## src/rtl/game_clock_gen_pkg.sv

```systemverilog
// game_clock_gen_pkg: shared constants and helpers for the multi-channel game clock generator.
package game_clock_gen_pkg;
  localparam int HALF_2HZ = 25000000;
  localparam int HALF_4HZ = 12500000;
  localparam int HALF_8HZ = 6250000;
  localparam int BOOST_SHIFT = 1;
  function automatic int ch_w(input int n);
    return (n > 1) ? $clog2(n) : 1;
  endfunction
endpackage

```

## src/rtl/game_clock_gen_clock_div_channel.sv

```systemverilog
// clock_div_channel: one 50% duty divider channel with tick, boundary-latched half-period and shadow config.
module clock_div_channel
  import game_clock_gen_pkg::*;
#(
  parameter int             CNT_W    = 28,
  parameter logic [CNT_W-1:0] DEF_HALF = CNT_W'(HALF_2HZ)
) (
  input  logic             clk,
  input  logic             rst_n,
  input  logic             enable_i,
  input  logic             boost_en_i,
  input  logic             realign_i,
  input  logic             wr_i,
  input  logic [CNT_W-1:0] cfg_half_i,
  output logic             clk_out_o,
  output logic             tick_o,
  output logic             pending_o
);
  function automatic logic [CNT_W-1:0] eff(input logic [CNT_W-1:0] h, input logic b);
    logic [CNT_W-1:0] base, sh;
    base = (h == '0) ? CNT_W'(1) : h;
    sh = base >> BOOST_SHIFT;
    return !b ? base : ((sh == '0) ? CNT_W'(1) : sh);
  endfunction
  logic [CNT_W-1:0] cnt_q, cnt_d, half_q, half_d, eff_q, eff_d, shadow_q, shadow_d, src;
  logic             clk_q, clk_d, tick_q, tick_d, pend_q, pend_d, bnd, load;
  // half_eff only changes on a load, so boost/config never shorten a phase in flight
  always_comb begin
    bnd = cnt_q == eff_q - CNT_W'(1);
    load = realign_i || (enable_i && bnd);
    src = (realign_i && wr_i) ? cfg_half_i : (pend_q ? shadow_q : half_q);
    cnt_d = load ? '0 : (enable_i ? cnt_q + CNT_W'(1) : cnt_q);
    clk_d = realign_i ? 1'b0 : (load ? ~clk_q : clk_q);
    tick_d = !realign_i && load && !clk_q;
    half_d = load ? src : half_q;
    eff_d = load ? eff(src, boost_en_i) : eff_q;
    shadow_d = wr_i ? cfg_half_i : shadow_q;
    pend_d = realign_i ? 1'b0 : (load ? wr_i : (pend_q | wr_i));
  end
  always_ff @(posedge clk or negedge rst_n) begin
    if (!rst_n) begin
      cnt_q <= '0;
      clk_q <= 1'b0;
      tick_q <= 1'b0;
      half_q <= DEF_HALF;
      eff_q <= eff(DEF_HALF, 1'b0);
      shadow_q <= DEF_HALF;
      pend_q <= 1'b0;
    end else begin
      cnt_q <= cnt_d;
      clk_q <= clk_d;
      tick_q <= tick_d;
      half_q <= half_d;
      eff_q <= eff_d;
      shadow_q <= shadow_d;
      pend_q <= pend_d;
    end
  end
  assign clk_out_o = clk_q;
  assign tick_o = tick_q;
  assign pending_o = pend_q;
endmodule

```

## src/rtl/game_clock_gen.sv

```systemverilog
// game_clock_gen: parametrised multi-channel square-wave/tick generator with boost, freeze and realign.
module game_clock_gen
  import game_clock_gen_pkg::*;
#(
  parameter int                       NUM_CH       = 3,
  parameter int                       CNT_W        = 28,
  parameter logic [NUM_CH*CNT_W-1:0]  DEFAULT_HALF = {CNT_W'(HALF_8HZ), CNT_W'(HALF_4HZ), CNT_W'(HALF_2HZ)},
  parameter logic [NUM_CH-1:0]        BOOST_MASK   = NUM_CH'(3'b010),
  localparam int                      CH_W         = ch_w(NUM_CH)
) (
  input  logic              clk,
  input  logic              rst_n,
  input  logic              enable_i,
  input  logic              boost_i,
  input  logic              realign_i,
  input  logic              cfg_valid_i,
  input  logic [CH_W-1:0]   cfg_ch_i,
  input  logic [CNT_W-1:0]  cfg_half_i,
  output logic              cfg_ready_o,
  output logic [NUM_CH-1:0] clk_out_o,
  output logic [NUM_CH-1:0] tick_o
);
  logic [NUM_CH-1:0]    pending;
  logic [2**CH_W-1:0]   pend_all;
  // unpopulated channel indices read as ready and writes to them are dropped
  always_comb begin
    pend_all = '0;
    pend_all[NUM_CH-1:0] = pending;
  end
  assign cfg_ready_o = !pend_all[cfg_ch_i];
  for (genvar i = 0; i < NUM_CH; i++) begin : g_ch
    clock_div_channel #(
      .CNT_W   (CNT_W),
      .DEF_HALF(DEFAULT_HALF[i*CNT_W +: CNT_W])
    ) u_ch (
      .clk       (clk),
      .rst_n     (rst_n),
      .enable_i  (enable_i),
      .boost_en_i(boost_i && BOOST_MASK[i]),
      .realign_i (realign_i),
      .wr_i      (cfg_valid_i && cfg_ready_o && (cfg_ch_i == CH_W'(i))),
      .cfg_half_i(cfg_half_i),
      .clk_out_o (clk_out_o[i]),
      .tick_o    (tick_o[i]),
      .pending_o (pending[i])
    );
  end
endmodule

```

## config.mk

```make
export PLATFORM = sky130hd
export DESIGN_NAME = game_clock_gen
export DESIGN_NICKNAME = d
export VERILOG_FILES = /design/src/rtl/game_clock_gen_pkg.sv /design/src/rtl/game_clock_gen_clock_div_channel.sv /design/src/rtl/game_clock_gen.sv
export SDC_FILE = /design/constraint.sdc
export NUM_CORES = 1
export LEC_CHECK = 0
export CAP_MARGIN = 40
export CORE_UTILIZATION = 30
export DETAILED_ROUTE_END_ITERATION = 10
export PLACE_DENSITY_LB_ADDON = 0.2
export SLEW_MARGIN = 25
export SYNTH_ARGS = -nofsm -noshare
export SYNTH_HDL_FRONTEND = slang
export SYNTH_SLANG_ARGS = --single-unit
```

## constraint.sdc

```tcl
create_clock -name clk -period 4.1 [get_ports clk]
set_clock_uncertainty 0.2 [all_clocks]
set_input_delay 1.23 -clock clk [delete_from_list [all_inputs] [get_ports clk]]
set_output_delay 1.23 -clock clk [all_outputs]
set_load 0.05 [all_outputs]
```

---- Word-level counts from Yosys, hierarchy flattened ----
Cells that the tools add are included.
word-level totals
  memory bits (read-only) ................. 0
  bits in latches ......................... 0
  memories ................................ 0
  bits in writable memories ............... 0
  output and inout bits ................... 7
  word-level logic and storage cells ...... 105
  register bits ........................... 345
cells by class
  div/mod/pow operators ................... 0
  multiplexer cells ....................... 31
  shifts and indexed selects .............. 0
  multiply operators ...................... 0
  bitwise gates (word level) .............. 6
  add/subtract/negate cells ............... 6
  order comparisons ....................... 1
  reduce and logical (&&, ||, !) cells .... 35
  equal/unequal tests ..................... 5
operator list
  kind                                                                   number
  28-bit 2-to-1 mux                                                      16
  28-bit logical NOT                                                     4
  28-bit by 1-bit adder with 28-bit output, second input constant        3
  28-bit equality test                                                   3
  28-bit by 1-bit subtractor with 28-bit output, second input constant   3
  27-bit 2-to-1 mux                                                      1
  1-bit logical AND                                                      16
  1-bit 2-to-1 mux                                                       13
  2-bit nonzero test                                                     6
  1-bit logical NOT                                                      5
  1-bit logical OR                                                       3
  2-bit by 3-bit < comparator with 1-bit output, second input constant   1
  1-bit NOT                                                              3
  1-bit OR                                                               3
  1-bit binary-select mux with 2-bit select                              1
  2-bit by 1-bit equality test with 1-bit output, second input constant  1
  2-bit equality test, second input constant                             1
  2-bit logical NOT                                                      1

---- Depth between registers and ports, before layout ----
Gate-level depths: netlist of the first run.
  depth in word-level cells ............... 12
  depth in mapped cells ................... 15
  gate-level depth less buffers ........... 10

---- Cells and area by module ----
Synthesis of the first run repeated with hierarchy kept, for this count alone.
unflattened totals
  cells, all modules ...................... 2,025
  area total of the unflattened synthesis .. 20,776.2 µm²
modules (own cells, without submodules)
  module                                area each (µm²)  times used  cells each
  clock_div_channel (g_ch[1].u_ch ...)  7,021.7          2           680
  clock_div_channel (g_ch[0].u_ch)      6,673.9          1           658
  game_clock_gen                        58.8             1           7

---- Worst setup path after synthesis of the first run ----
No wires, ideal clock.
  path type ............................... reg2reg
  start point ............................. register g_ch[2].u_ch.eff_q[0]
  end point ............................... register g_ch[2].u_ch.eff_q[1]
  stages on the path, launching flop included .. 14
  path buffers ............................ 3
  setup time .............................. 0.128 ns
  data arrival time ....................... 3.687 ns
  clock period less this slack ............ 4.015 ns
  data required time ...................... 3.772 ns
  path slack .............................. 0.085 ns
  cell sequence ........................... dfrtp_1 inv_1 ha_1 or4b_2 clkbuf_1 or4_1 o21ai_1 a32o_1 a21oi_1 or4b_2 o21ai_2 buf_6 buf_6 mux2_1
between the ends
  longest elaborated chain between the ends .. 4
RTL lines
  item                                           RTL line                                RTL
  start, declared                                game_clock_gen_clock_div_channel.sv:25  logic [CNT_W-1:0] cnt_q, cnt_d, half_q, half_d, eff_q, eff_d, shadow_q, shadow_d, src;
  start signal, assigned                         game_clock_gen_clock_div_channel.sv:46  eff_q <= eff(DEF_HALF, 1'b0);
  28-bit by 1-bit subtractor with 28-bit output  game_clock_gen_clock_div_channel.sv:29  bnd = cnt_q == eff_q - CNT_W'(1);
  28-bit equality test                           game_clock_gen_clock_div_channel.sv:29
  1-bit logical AND                              game_clock_gen_clock_div_channel.sv:30  load = realign_i || (enable_i && bnd);
  1-bit logical OR                               game_clock_gen_clock_div_channel.sv:30
Every way passes these cells.
A chain may end at the register's enable or synchronous reset.

---- Worst setup path in the final report of the first run ----
  start point ............................. register g_ch[2].u_ch.eff_q[5]
  end point ............................... register g_ch[2].u_ch.half_q[13]
between the ends
  longest elaborated chain between the ends .. 4
RTL lines
  item                                           RTL line                                RTL
  28-bit by 1-bit subtractor with 28-bit output  game_clock_gen_clock_div_channel.sv:29
  28-bit equality test                           game_clock_gen_clock_div_channel.sv:29
  1-bit logical AND                              game_clock_gen_clock_div_channel.sv:30
  1-bit logical OR                               game_clock_gen_clock_div_channel.sv:30
  end signal, assigned                           game_clock_gen_clock_div_channel.sv:53  half_q <= half_d;
  end, declared                                  game_clock_gen_clock_div_channel.sv:25
Every way passes these cells.

==> flow_metrics.tcl, run 1 <==
set metrics [dict create \
    synth.top_cells.by_area "dfrtp_1, dfstp_2, mux2_2" \
    drv_slew 0 \
    startpoint "g_ch[2].u_ch.eff_q[5]" \
    grt_pass1_wl_mm 88.3 \
    cts_made_buffers 43 \
    grt.busiest_layer "met2" \
    period_share 0.964 \
    grtUsageMet1 0.244 \
    hold_end "g_ch[0].u_ch.shadow_q[8]" \
    holdWs_ns 0.303 \
    wl_mm 55.8 \
    grt_use_met3 0.0279 \
    status "completed" \
    area_growth_syn_to_layout_pct 17.8 \
    clock_path_buffers 3 \
    dr_total_vias 14654 \
    clk_pin_slew_ns 0.06 \
    worst_pin_slew_ns 0.771 \
    startpoint_type "flip-flop" \
    clkLatencyLatePin_ns 0.58 \
    synth_cells 1887 \
    syn-num-nets 1929 \
    drt_iter0_markers 792 \
    crit_path_cell_trace "or4_4 > or4_4 > or3_1 > o21ai_2 > nand4_1 > or4_4 > o21ai_4 > buf_4 > buf_12 > mux2_2" \
    worst-r2r-cell-count 10 \
    powerDensity_mw_per_mm2 595 \
    cts-root-buf "clkbuf_16" \
    ys_types 71 \
    gp_congestion 0.884 \
    critPathRequiredTime_ns 4.36 \
    cts.sinks 345 \
    fillers 6531 \
    max_slew_margin 0.482 \
    reg2reg_from "g_ch[2].u_ch.eff_q[5]" \
    ys.flop_type "dfrtp_1" \
    ant_nets 0 \
    synth_top_cell_by_area "dfrtp_1" \
    rows 93 \
    cts_hold_buf 0 \
    synth_top_area_share 0.300 \
    crit_fanout 17 \
    final.setup.tns_ns 0 \
    die_h_um 259 \
    track_usage 0.169 \
    r2r_setup_slack_ns 0.15 \
    core_area_sq_mm 0.0647 \
    design.portCount 43 \
    hold_path_depth 1 \
    yosysMostFrequentCell "dfrtp_1" \
    vias_per_cell 5.11 \
    cts_max_level 2 \
    grt_pass1_vias 14722 \
    yosysWarnings 0 \
    grt_max_degree 82 \
    endpoint_kind "flip-flop" \
    antenna_found_initial 2 \
    synthArstFlopShare 1.00 \
    syn_area_sq_mm 0.0197 \
    grt_use_met2 0.261 \
    cpPeakStageDelay_ns 0.59 \
    dp_hpwl_mm 41.4 \
    start_util 0.305 \
    setup_violations 0 \
    final_layout_size_suffix_gt1_frac 0.280 \
    wl_per_cell_um 19.5 \
    leakage_uw 0.00885 \
    synth_seq_area_share 0.444 \
    rsz0062_at_grt "no" \
    reg2reg_to "g_ch[2].u_ch.half_q[13]" \
    fmax_mhz 253 \
    cp_slowest_cell "or4_4" \
    nets 2017 \
    period_minus_slack_ns 3.95 \
    cts_tree "yes" \
    overflow 0 \
    post-route-util 0.360 \
    drt-pass1-iter-count 8 \
    synthTopCellsByCount "dfrtp_1, mux2_2, nor2_1, nand2_1, dfstp_2" \
    drc 0 \
    ir_drop_mv 0.318 \
    crit_top_cell "or4_4" \
    cap_viol_max_count 0 \
    port_buffers 42 \
    finalHoldViolCount 0 \
    synth_edf_count 0 \
    worstSetupPathType "reg -> reg" \
    hold_start "g_ch[0].u_ch.shadow_q[8]" \
    synth_seq_cells 345 \
    path_buf_inv 2 \
    crit_family "simple AND/OR/NAND/NOR gates" \
    dieArea_sq_mm 0.0669 \
    avgSynthCellArea_sq_um 10.5 \
    arrival_ns 4.22 \
    hold_class "reg -> reg" \
    fp.dieW_um 259 \
]
-- power breakdown --
group / switching [uW] / total (uW) / internal (uW)
registers: 1080 / 5840 / 4750
clock network: 1540 / 3840 / 2290
logic: 2070 / 4170 / 2110
total: 4690 / 13900 / 9160
-- routing by layer --
layer | up-vias | routed length [um]
met4 | 0 | 1120
met2 | 245 | 24800
met5 | - | 0
met1 | 7349 | 27600
li1 | 6983 | -
met3 | 77 | 2230
-- worst max path at each step --
stage                                    endpoint  slack [ns]  cells past startpoint
final                     g_ch[2].u_ch.half_q[13]        0.15                     10
after global routing        g_ch[0].u_ch.eff_q[3]        0.02                     12
after CTS                 g_ch[2].u_ch.half_q[13]        0.02                     10
after detailed placement  g_ch[2].u_ch.half_q[27]       -0.31                      9
after global placement     g_ch[2].u_ch.eff_q[27]       -0.30                      9
after floorplan             g_ch[2].u_ch.eff_q[1]        0.08                     13
-- stage by stage --
step	setup slack (ns)	total power (uW)	cell area (sq um)	cells
final	0.147	13900	23300	2866
after global routing	0.0225	14700	23300	2865
after CTS	0.0245	14000	23200	2864
after detailed placement	-0.310	10000	21700	2780
after global placement	-0.303	9920	21700	2780
after floorplan	0.0850	8520	19700	1887
-- kinds of logic (layout without fill, tap and decap cells) --
| family | after synthesis | after routing | synth area share |
|---|---|---|---|
| AO/OA/AOI/OAI | 188 | 188 | 0.0575 |
| XOR/XNOR | 180 | 180 | 0.0798 |
| adder cells (fa/ha/maj) | 6 | 6 | 0.00380 |
| buffers and inverters | 137 | 260 | 0.0330 |
| flip-flops | 345 | 345 | 0.444 |
| multiplexers | 374 | 374 | 0.207 |
| other | 0 | 1 | 0 |
| AND/OR/NAND/NOR | 657 | 657 | 0.175 |
-- layout by cell type (no fill, tap or decap), types with 13 or more instances in the layout --
master,count
dfstp_2,108
and3_1,23
clkdlybuf4s50_1,38
nand3b_1,16
dfrtp_1,234
mux2i_1,98
clkbuf_16,44
or4_1,17
nand3_1,52
xor2_1,82
clkbuf_8,14
nor2_1,143
clkbuf_1,13
o21ai_0,74
xnor2_1,98
mux2_2,229
buf_4,105
mux2_1,47
inv_1,20
nor4_1,59
or3_1,15
nand4_1,30
nand2_1,130
a21oi_1,46
nor3_1,74
-- sequential cells by signal, summed over array words and instances (netlist names) --
signal and cells:
g_ch.u_ch.clk_out_o 3, g_ch.u_ch.cnt_q 84, g_ch.u_ch.eff_q 84, g_ch.u_ch.half_q 84, g_ch.u_ch.pending_o 3, g_ch.u_ch.shadow_q 84
g_ch.u_ch.tick_o 3
-- timing repair --
| item | CTS | global route |
|---|---|---|
| gates resized for setup | 3 | 10 |
| setup buffers | 3 | 0 |
| pin swaps | 1 | 0 |
| setup endpoints to repair | 44 | 140 |
| cloned | 1 | 0 |
-- cell type report --
| cell class | instances | area, sq um | area share |
|---|---|---|---|
| timing repair buffer | 160 | 1480 | 0.0635 |
| tap | 855 | 1070 | 0.0460 |
| clock buffer | 70 | 1340 | 0.0575 |
| sequential | 345 | 8770 | 0.377 |
| clock inverter | 10 | 93.8 | 0.00403 |
| inverter | 20 | 75.1 | 0.00323 |
| antenna | 1 | 2.50 | 0.000108 |
| multi-input combinational | 1405 | 10400 | 0.449 |
Note: power is estimated with default switching activity, not from simulation.
==> inputs of run 2 (changes only) <==
--- a/config.mk
+++ b/config.mk
@@ -5,7 +5,6 @@
 export SDC_FILE = /design/constraint.sdc
 export NUM_CORES = 1
 export LEC_CHECK = 0
-export CAP_MARGIN = 40
 export CORE_UTILIZATION = 30
 export DETAILED_ROUTE_END_ITERATION = 10
 export PLACE_DENSITY_LB_ADDON = 0.2
@@ -13,3 +12,4 @@
 export SYNTH_ARGS = -nofsm -noshare
 export SYNTH_HDL_FRONTEND = slang
 export SYNTH_SLANG_ARGS = --single-unit
+export TNS_END_PERCENT = 10
==> run 2 against run 1 <==
  * Final area about the same
  * Utilization about the same
  * Highest routed layer unchanged
  * Clock power about the same
  * Routed wire length about the same
==> flow_metrics.tcl, run 2 (synthesis results as in run 1) <==
set metrics [dict create \
    vias_per_cell 5.10 \
    gp_congestion 0.884 \
    wl_mm 55.8 \
    endpoint_kind "flip-flop" \
    leakage_uw 0.00885 \
    arrival_ns 4.22 \
    antenna_found_initial 2 \
    seq_area_sq_mm 0.00877 \
    finalHoldViolCount 0 \
    dp_hpwl_mm 41.4 \
    cts-root-buf "clkbuf_16" \
    overflow 0 \
    design.portCount 43 \
    post-route-util 0.360 \
    drc 0 \
    worst_pin_slew_ns 0.773 \
    fp.dieW_um 259 \
    status "completed" \
    worstSetupPathType "reg -> reg" \
    period_share 0.965 \
    nets 2016 \
    startpoint_type "flip-flop" \
    cap_viol_max_count 0 \
    cts.sinks 345 \
    setup_violations 0 \
    start_util 0.305 \
    period_minus_slack_ns 3.96 \
    rows 93 \
    critPathRequiredTime_ns 4.36 \
    ir_drop_mv 0.317 \
    ant_nets 0 \
    track_usage 0.169 \
    multi_input_area_sq_mm 0.0104 \
    hold_class "reg -> reg" \
    max_slew_margin 0.480 \
    area_growth_syn_to_layout_pct 17.8 \
    die_h_um 259 \
    dieArea_sq_mm 0.0669 \
    clkLatencyLatePin_ns 0.58 \
    clk_pin_slew_ns 0.06 \
    final_cells 2865 \
    layout_commonest_cell "dfrtp_1" \
    dr_total_vias 14610 \
    fmax_mhz 253 \
    cts_tree "yes" \
    drt_iter0_markers 826 \
    clock_path_buffers 3 \
    grt_pass1_vias 14722 \
    cts_made_buffers 43 \
    fillers 6530 \
    drv_slew 0 \
    port_buffers 42 \
    cts_max_level 2 \
    final.setup.tns_ns 0 \
    crit_fanout 17 \
    final_cell_mix "dfrtp_1, mux2_2, nor2_1" \
    grt_max_degree 82 \
    grt_pass1_wl_mm 88.3 \
    rsz0062_at_grt "no" \
    powerDensity_mw_per_mm2 595 \
    core_area_sq_mm 0.0647 \
    drt-pass1-iter-count 6 \
    final_layout_size_suffix_gt1_frac 0.280 \
    cts_hold_buf 0 \
    wl_per_cell_um 19.5 \
    dp_cells 2780 \
]
run 2: cell types whose count changed in the layout (fill, tap and decap cells not counted):
cell and delta:
clkbuf_1 -1
run 2: what timing repair did:
action | in CTS | in global routing
endpoints found under the setup margin | 44 | 141
pin swaps | 1 | 0
cloned | 1 | 0
setup buffers | 3 | 0
resized for setup | 3 | 10
run 2: layout make-up:
cell class | count | area share
Timing Repair Buffer | 159 | 0.0634
Antenna cell | 1 | 0.000108
Multi-Input combinational cell | 1405 | 0.449
Inverter | 20 | 0.00323
Sequential cell | 345 | 0.377
Tap cell | 855 | 0.0460
Clock buffer | 70 | 0.0576
Clock inverter | 10 | 0.00403
run 2: worst paths after layout:
check,cells after the start,slack (ns),startpoint,end
worst max-delay path,10,0.14,g_ch[2].u_ch.eff_q[5],g_ch[2].u_ch.half_q[13]
worst min-delay path,1,0.30,g_ch[0].u_ch.shadow_q[8],g_ch[0].u_ch.shadow_q[8]
worst max register to register,10,0.14,g_ch[2].u_ch.eff_q[5],g_ch[2].u_ch.half_q[13]
worst min register to register,1,0.30,g_ch[0].u_ch.shadow_q[8],g_ch[0].u_ch.shadow_q[8]
max in group asynchronous,2,2.31,rst_n,g_ch[0].u_ch.shadow_q[13]
min in group asynchronous,1,0.46,rst_n,g_ch[0].u_ch.eff_q[23]
run 2: where the power goes:
group          internal, uW  total, uW  switching, uW
clock network          2290       3840           1550
registers              4750       5840           1090
logic                  2110       4170           2070
total                  9150      13900           4700
run 2: layer usage:
metal | track usage | share of wire | wire length [um]
met5 | 0 | 0 | 0
met3 | 0.0279 | 0.039 | 2200
met4 | 0.0429 | 0.020 | 1110
met2 | 0.261 | 0.45 | 24900
met1 | 0.244 | 0.49 | 27600
run 2: worst max-delay path, stage by stage (launching register included):
cell     delay, ns
dfrtp_1       0.39
or4_4         0.59
or4_4         0.57
or3_1         0.41
o21ai_2       0.22
nand4_1       0.14
or4_4         0.46
o21ai_4       0.20
buf_4         0.15
buf_12        0.15
mux2_2        0.35
run 2: stage by stage:
stage / instance area [sq um] / hold WS (ns) / total power [uW] / setup WS, ns
after CTS: 23200 / 0.302 / 14000 / 0.0245
after global placement: 21700 / 0.291 / 9920 / -0.303
after floorplan: 19700 / 0.245 / 8520 / 0.0850
after detailed placement: 21700 / 0.297 / 10000 / -0.310
after global routing: 23300 / 0.329 / 14700 / 0.0225
final: 23300 / 0.303 / 13900 / 0.143
==> inputs of run 3 (changes only) <==
--- a/config.mk
+++ b/config.mk
@@ -5,6 +5,7 @@
 export SDC_FILE = /design/constraint.sdc
 export NUM_CORES = 1
 export LEC_CHECK = 0
+export CAP_MARGIN = 20
 export CORE_UTILIZATION = 30
 export DETAILED_ROUTE_END_ITERATION = 10
 export PLACE_DENSITY_LB_ADDON = 0.2
==> results of run 3 <==
The final DEF is identical to that of run 2; final timing and power are the same.
